===== src/rtl/button_pkg.sv =====
// ---------------------------------------------------------------------------
// button_pkg
// Shared types and constants for the pushbutton conditioner:
//   - chan_state_e   : per-channel debounce FSM states
//   - DEFAULT_*      : default timing constants (in clk cycles)
//   - CH_*           : channel indices used for the candidate vector
//   - cntWidth()     : counter width helper (clog2 of the largest count)
// Optional feature macro: BUTTON_AUTOREPEAT_EN (auto-repeat on left/right).
// ---------------------------------------------------------------------------
package button_pkg;

  typedef enum logic [1:0] {
    IDLE         = 2'd0,
    PRESS_WAIT   = 2'd1,
    HELD         = 2'd2,
    RELEASE_WAIT = 2'd3
  } chan_state_e;

  localparam int DEFAULT_DEBOUNCE_CYCLES = 1_000_000;
  localparam int DEFAULT_REPEAT_DELAY    = 40_000_000;
  localparam int DEFAULT_REPEAT_RATE     = 10_000_000;

  localparam int CH_DROP = 0;
  localparam int CH_L    = 1;
  localparam int CH_R    = 2;
  localparam int NUM_CH  = 3;

  // Counters only ever hold values up to (parameter - 1), so clog2 of the
  // largest parameter is always wide enough. Never returns less than 1.
  function automatic int cntWidth(input int a, input int b, input int c);
    int m;
    m = a;
    if (b > m) m = b;
    if (c > m) m = c;
    return (m < 2) ? 1 : $clog2(m);
  endfunction

endpackage


===== src/rtl/debounce_channel.sv =====
// ---------------------------------------------------------------------------
// debounce_channel
// One pushbutton channel: 2-flop synchroniser, 4-state debounce FSM with a
// saturating counter, and (when BUTTON_AUTOREPEAT_EN is defined) an
// auto-repeat timer. Produces an unregistered single-cycle candidate pulse;
// arbitration, lock gating and output registering live in the parent.
// Ports:
//   clk          in   system clock, rising edge
//   rst_n        in   asynchronous active-low reset
//   raw_i        in   asynchronous bouncy button (active high)
//   repeat_en_i  in   enables auto-repeat for this channel
//   cand_o       out  candidate press/repeat pulse (combinational)
// Optional feature macro: BUTTON_AUTOREPEAT_EN.
// ---------------------------------------------------------------------------
module debounce_channel
  import button_pkg::*;
#(
  parameter int DEBOUNCE_CYCLES = DEFAULT_DEBOUNCE_CYCLES,
  parameter int REPEAT_DELAY    = DEFAULT_REPEAT_DELAY,
  parameter int REPEAT_RATE     = DEFAULT_REPEAT_RATE
) (
  input  logic clk,
  input  logic rst_n,
  input  logic raw_i,
  input  logic repeat_en_i,
  output logic cand_o
);

`ifdef BUTTON_AUTOREPEAT_EN
  localparam int CNT_W = cntWidth(DEBOUNCE_CYCLES, REPEAT_DELAY, REPEAT_RATE);
`else
  localparam int CNT_W = cntWidth(DEBOUNCE_CYCLES, DEBOUNCE_CYCLES, DEBOUNCE_CYCLES);
`endif

  localparam logic [CNT_W-1:0] DEB_LAST = CNT_W'(DEBOUNCE_CYCLES - 1);

  logic [1:0]       sync_q;
  logic             sample;
  chan_state_e      state_q, state_d;
  logic [CNT_W-1:0] cnt_q, cnt_d;
  logic             press_cand;
  logic             rep_cand;

  // Two-flop synchroniser; nothing else looks at raw_i.
  always_ff @(posedge clk or negedge rst_n) begin
    if (!rst_n) sync_q <= 2'b00;
    else        sync_q <= {sync_q[0], raw_i};
  end

  assign sample = sync_q[1];

  always_ff @(posedge clk or negedge rst_n) begin
    if (!rst_n) begin
      state_q <= IDLE;
      cnt_q   <= '0;
    end else begin
      state_q <= state_d;
      cnt_q   <= cnt_d;
    end
  end

  // The press candidate is raised on the cycle the FSM commits to HELD, so
  // the parent's output register fires on the same edge as the transition.
  // Counting stops at DEB_LAST, so the counter can never wrap.
  always_comb begin
    state_d    = state_q;
    cnt_d      = cnt_q;
    press_cand = 1'b0;
    unique case (state_q)
      IDLE: begin
        if (sample) begin
          state_d = PRESS_WAIT;
          cnt_d   = '0;
        end
      end
      PRESS_WAIT: begin
        if (!sample) begin
          state_d = IDLE;
          cnt_d   = '0;
        end else if (cnt_q >= DEB_LAST) begin
          state_d    = HELD;
          cnt_d      = '0;
          press_cand = 1'b1;
        end else begin
          cnt_d = cnt_q + 1'b1;
        end
      end
      HELD: begin
        if (!sample) begin
          state_d = RELEASE_WAIT;
          cnt_d   = '0;
        end
      end
      RELEASE_WAIT: begin
        if (sample) begin
          state_d = HELD;
          cnt_d   = '0;
        end else if (cnt_q >= DEB_LAST) begin
          state_d = IDLE;
          cnt_d   = '0;
        end else begin
          cnt_d = cnt_q + 1'b1;
        end
      end
      default: begin
        state_d = IDLE;
        cnt_d   = '0;
      end
    endcase
  end

`ifdef BUTTON_AUTOREPEAT_EN
  localparam logic [CNT_W-1:0] DELAY_LAST = CNT_W'(REPEAT_DELAY - 1);
  localparam logic [CNT_W-1:0] RATE_LAST  = CNT_W'(REPEAT_RATE - 1);

  logic [CNT_W-1:0] rcnt_q, rcnt_d;
  logic             rphase_q, rphase_d;

  always_ff @(posedge clk or negedge rst_n) begin
    if (!rst_n) begin
      rcnt_q   <= '0;
      rphase_q <= 1'b0;
    end else begin
      rcnt_q   <= rcnt_d;
      rphase_q <= rphase_d;
    end
  end

  // Repeat timer restarts on the press pulse; rphase_q selects between the
  // initial delay and the steady repeat rate. Held bounces in RELEASE_WAIT
  // keep the timer running since the key is logically still down.
  always_comb begin
    rcnt_d   = rcnt_q;
    rphase_d = rphase_q;
    rep_cand = 1'b0;
    if (press_cand) begin
      rcnt_d   = '0;
      rphase_d = 1'b0;
    end else if (state_q == HELD || state_q == RELEASE_WAIT) begin
      if (rcnt_q >= (rphase_q ? RATE_LAST : DELAY_LAST)) begin
        rep_cand = repeat_en_i;
        rcnt_d   = '0;
        rphase_d = 1'b1;
      end else begin
        rcnt_d = rcnt_q + 1'b1;
      end
    end else begin
      rcnt_d   = '0;
      rphase_d = 1'b0;
    end
  end
`else
  logic unused_repeat_en;
  assign unused_repeat_en = repeat_en_i;
  assign rep_cand         = 1'b0;
`endif

  assign cand_o = press_cand | rep_cand;

endmodule


===== src/rtl/button_conditioner.sv =====
// ---------------------------------------------------------------------------
// button_conditioner
// Conditions three bouncy pushbuttons into single-cycle press pulses for the
// game core. Each button runs through its own debounce_channel; this level
// arbitrates simultaneous candidates (drop > left > right, losers dropped),
// suppresses everything while lock is high, and registers the outputs so at
// most one is high per cycle.
// Ports:
//   clk                 in   system clock, rising edge
//   rst_n               in   asynchronous active-low reset
//   raw_l/raw_r/raw_drop in  asynchronous bouncy buttons (active high)
//   lock                in   synchronous; suppresses all pulses when high
//   btn_l/btn_r/btn_drop out registered single-cycle press pulses
// Optional feature macro: BUTTON_AUTOREPEAT_EN (left/right auto-repeat).
// ---------------------------------------------------------------------------
module button_conditioner
  import button_pkg::*;
#(
  parameter int DEBOUNCE_CYCLES = DEFAULT_DEBOUNCE_CYCLES,
  parameter int REPEAT_DELAY    = DEFAULT_REPEAT_DELAY,
  parameter int REPEAT_RATE     = DEFAULT_REPEAT_RATE
) (
  input  logic clk,
  input  logic rst_n,
  input  logic raw_l,
  input  logic raw_r,
  input  logic raw_drop,
  input  logic lock,
  output logic btn_l,
  output logic btn_r,
  output logic btn_drop
);

  logic [NUM_CH-1:0] cand;
  logic [NUM_CH-1:0] raw_vec;
  logic [NUM_CH-1:0] rep_en;
  logic              btn_l_q, btn_l_d;
  logic              btn_r_q, btn_r_d;
  logic              btn_drop_q, btn_drop_d;

  assign raw_vec[CH_DROP] = raw_drop;
  assign raw_vec[CH_L]    = raw_l;
  assign raw_vec[CH_R]    = raw_r;

  // Drop never auto-repeats; left and right may.
  assign rep_en[CH_DROP] = 1'b0;
  assign rep_en[CH_L]    = 1'b1;
  assign rep_en[CH_R]    = 1'b1;

  for (genvar ch = 0; ch < NUM_CH; ch++) begin : g_chan
    debounce_channel #(
      .DEBOUNCE_CYCLES(DEBOUNCE_CYCLES),
      .REPEAT_DELAY   (REPEAT_DELAY),
      .REPEAT_RATE    (REPEAT_RATE)
    ) u_chan (
      .clk        (clk),
      .rst_n      (rst_n),
      .raw_i      (raw_vec[ch]),
      .repeat_en_i(rep_en[ch]),
      .cand_o     (cand[ch])
    );
  end

  // Fixed-priority pick; lower-priority candidates in the same cycle are
  // simply lost, and lock discards everything without stalling the FSMs.
  always_comb begin
    btn_drop_d = 1'b0;
    btn_l_d    = 1'b0;
    btn_r_d    = 1'b0;
    if (!lock) begin
      if (cand[CH_DROP])   btn_drop_d = 1'b1;
      else if (cand[CH_L]) btn_l_d    = 1'b1;
      else if (cand[CH_R]) btn_r_d    = 1'b1;
    end
  end

  always_ff @(posedge clk or negedge rst_n) begin
    if (!rst_n) begin
      btn_drop_q <= 1'b0;
      btn_l_q    <= 1'b0;
      btn_r_q    <= 1'b0;
    end else begin
      btn_drop_q <= btn_drop_d;
      btn_l_q    <= btn_l_d;
      btn_r_q    <= btn_r_d;
    end
  end

  assign btn_drop = btn_drop_q;
  assign btn_l    = btn_l_q;
  assign btn_r    = btn_r_q;

endmodule


===== config.mk =====
export PLATFORM = sky130hd
export DESIGN_NAME = button_conditioner
export DESIGN_NICKNAME = d
export VERILOG_FILES = /design/src/rtl/button_pkg.sv /design/src/rtl/debounce_channel.sv /design/src/rtl/button_conditioner.sv
export SDC_FILE = /design/constraint.sdc
export NUM_CORES = 1
export LEC_CHECK = 0
export BUFFER_PORTS_ARGS = -buffer_cell sky130_fd_sc_hd__clkbuf_2
export CORE_AREA = 2 2 153 80
export DETAILED_ROUTE_END_ITERATION = 10
export DIE_AREA = 0 0 155 82
export GPL_ROUTABILITY_DRIVEN = 0
export PLACE_DENSITY_LB_ADDON = 0.25
export SETUP_SLACK_MARGIN = 0.5
export SLEW_MARGIN = 5
export SYNTH_ARGS = -nofsm -noshare
export SYNTH_HDL_FRONTEND = slang
export SYNTH_SLANG_ARGS = --single-unit

===== constraint.sdc =====
create_clock -name clk -period 4.7 [get_ports clk]
set_clock_uncertainty 0.05 [all_clocks]
set_input_delay 1.41 -clock clk [delete_from_list [all_inputs] [get_ports clk]]
set_output_delay 1.41 -clock clk [all_outputs]
set_load 0.03 [all_outputs]

==> metrics.yaml <==
status:
  run_status: "complete, no violations"
clocking:
  cts_num_sinks: 75
  ctsLongestPathBuffers: 2
  clk_pin_slew_worst_paths_ns: 0.06
  postCtsSetupBuffers: 0
  h-tree-depth: 3
  clock_latency_ns: 0.33
  cts_resized: 0
  ctsRootBufferMaster: "clkbuf_16"
  holdBufCountCts: 0
  cts_tree: "yes"
  cts_buffers: 9
sta:
  fmax_mhz: 377
  post-route-min-period_ns: 2.65
  finalHoldWorstSlack_ns: 0.298
  final_critical_path_setup_slack_ns: 2.05
  timing.final.setup_violations: 0
  unrepaired_setup_endpoints_after_global_routing: "false"
  fin_crit_sh_pct: 56.4
  relSlewSlack_pct: 22.7
  worst_pin_slew_ns: 1.15
  drv_slew: 0
  report.final.hold_viol_count: 0
  final_setup_tns_ns: 0
worst_setup_path:
  startpoint_of_the_most_critical_register_to_register_path: "g_chan[2].u_chan.cnt_q[13]$_DFFE_PN0P_"
  critical-path-max-stage-delay_ns: 0.90
  timing.critical_path.arrival_ns: 2.87
  worst-path-buf-inv: 0
  critical-path-slowest-cell: "o31ai_4"
  worst_setup_path_startpoint: "g_chan[2].u_chan.cnt_q[13]$_DFFE_PN0P_"
  path_max_fanout: 29
  criticalPathCategory: "reg2reg"
  timing.critical_path.required_ns: 4.92
  crit_end_element: "flop"
  worst_setup_path_start_kind: "flop"
  worstPathCellList: "nor4_1 -> o211ai_1 -> o31ai_4 -> or4b_1 -> nand3_1"
  critPathTopFamily: "compound AO/OA/AOI/OAI gates"
logic_synthesis:
  avgSynthCellArea_um2: 9.25
  netlist.area_leader.share_pct: 46.8
  post_synth_design_cell_area_mm2: 0.00401
  synth.lib_cells_used.distinct: 53
  syn_inst: 433
  async_set_or_reset_flop_fraction_in_the_synthesized_netlist_pct: 100
  yosysWarnings: 0
  synth_enable_flop_cells: 0
  yosys-top-cells-area: "dfrtp_1, a31oi_1, nand2_1"
  synth_seq_area_share_pct: 46.8
  synth.ff_latch_count: 75
  synth.net_count: 442
  synth_top_flop_cell: "dfrtp_1"
  synth_area_leader: "dfrtp_1"
final_layout:
  number_of_nets_in_the_finished_design: 437
  layout.cells.most_common_list: "dfrtp_1, nand2_1, a31oi_1, nand3_1, nor2_1"
  final_common_cell: "dfrtp_1"
  n_antenna_cell: 0
  register_area_mm2: 0.00188
  filler_cell_count: 1112
  finalCoreUtilization_pct: 39.1
  multiInputGateArea_mm2: 0.00201
  drive_gt1_share_pct: 9.01
  flow.area_growth_from_synthesis_pct: 11.9
die:
  placement_rows: 28
  top_level_ports: 9
  design.core.area_mm2: 0.0115
  floorplan.die_area_mm2: 0.0127
  vert_die_dim_um: 82
  die_w_um: 155
  initial_utilization_pct: 35.0
drt:
  avgViaCountPerCell: 5.76
  drc_violations_left: 0
  wirelength_mm: 9.41
  first_iter_violations: 292
  dr_total_vias: 3360
  postRouteAntennaNets: 0
  firstDrtPassIters: 5
  wire_per_inst_um: 16.1
global_routing:
  grt.total_usage_pct: 16.5
  first_global_vias: 3100
  gr-total-overflow: 0
  pin_count_of_the_biggest_net_entering_global_routing: 76
  grt_first_pass_wirelength_mm: 16.3
  grt_antenna_before_repair: 0
pwr:
  p_per_area_mw_per_mm2: 431
  p_leak_nw: 1.92
  report.power.total_mw: 1.93
  power.ir.vdd_worst_uv: 208
hold_path:
  hold_path.startpoint: "g_chan[1].u_chan.sync_q[0]$_DFF_PN0_"
  min-delay-path-class: "reg2reg"
flow_run:
  max-cap-violations: 0
place:
  placement.io_buffers: 8
  dp.final_hpwl_mm: 6.34
  detailedPlace.worstSlack_ns: 2.06
## synth_stat cells, drive strengths merged, types with 2 or more instances
library cell and count:
o21ai 20, and3 13, a41oi 5, o211ai 5, mux2 4, o2bb2ai 2, a31o 2, or3 3
a221o 2, o31ai 6, nor4 4, nand2b 4, a21o 4, buf 18, nor3 7, nand2 47
and2 7, nor2b 5, dfrtp 75, o211a 2, and4b 2, a31oi 41, nand3b 9, and4 6
a22o 9, or2 2, nand3 33, nand4b 2, nand4 12, inv 9, xor2 3, nor2 26
a21oi 24, or4 2, ha 3, clkbuf 7
## cell type report
cell class	count	share of cell area, %
inverter	9	0.754
clock inverter	4	1.62
timing repair buffer	9	1.12
clock buffer	12	5.72
multi-input combinational	324	44.7
sequential	75	41.9
tap	150	4.19
## stage by stage
step,cells,area (um^2)
after floorplan,433,4010
after global placement,567,4150
after detailed placement,567,4150
after CTS,583,4480
after global routing,583,4480
final,583,4480
## routing by layer
layer | up-vias | track usage (%) | part of all wire (%)
met4 | 0 | 4.26 | 0.83
met5 | - | 0 | 0
li1 | 1643 | - | -
met3 | 5 | 5.01 | 6.2
met1 | 1623 | 25.6 | 56
met2 | 89 | 21.6 | 37
## kinds of logic after synthesis
| kind of cell | share of synthesized area [%] |
|---|---|
| flip-flops | 46.8 |
| adder cells (fa/ha/maj) | 0.937 |
| AO/OA/AOI/OAI | 21.8 |
| AND/OR/NAND/NOR | 24.6 |
| buffers and inverters | 4.03 |
| multiplexers | 1.12 |
| XOR/XNOR | 0.656 |
## sequential cells by signal, indices dropped and copies added (netlist names), named ones only
register               flops
btn_drop                   1
btn_l                      1
btn_r                      1
g_chan.u_chan.cnt_q       60
g_chan.u_chan.state_q      3
g_chan.u_chan.sync_q       6
## power breakdown
group | internal (mW) | switching [mW] | total (mW)
Clock | 0.493 | 0.265 | 0.758
Combinational | 0.137 | 0.294 | 0.431
Sequential | 0.692 | 0.0507 | 0.742
Total | 1.32 | 0.609 | 1.93
## worst paths after layout
path                       slack (ns)  depth (start not counted)                                endpoint
max                              2.05                          5  g_chan[2].u_chan.cnt_q[11]$_DFFE_PN0P_
min                              0.30                          0    g_chan[1].u_chan.sync_q[1]$_DFF_PN0_
max reg2reg                      2.05                          5  g_chan[2].u_chan.cnt_q[11]$_DFFE_PN0P_
min reg2reg                      0.30                          0    g_chan[1].u_chan.sync_q[1]$_DFF_PN0_
max in group asynchronous        2.81                          1  g_chan[0].u_chan.cnt_q[18]$_DFFE_PN0P_
min in group asynchronous        1.18                          1   g_chan[0].u_chan.cnt_q[0]$_DFFE_PN0P_
## worst reg2reg max path: cells and delay by family, from the launching register on
| family | cells | cell delay (ns) |
|---|---|---|
| AND/OR/NAND/NOR | 3 | 0.96 |
| AO/OA/AOI/OAI | 2 | 1.12 |
| flip-flops | 1 | 0.45 |
Note: power is estimated with default switching activity, not from simulation.
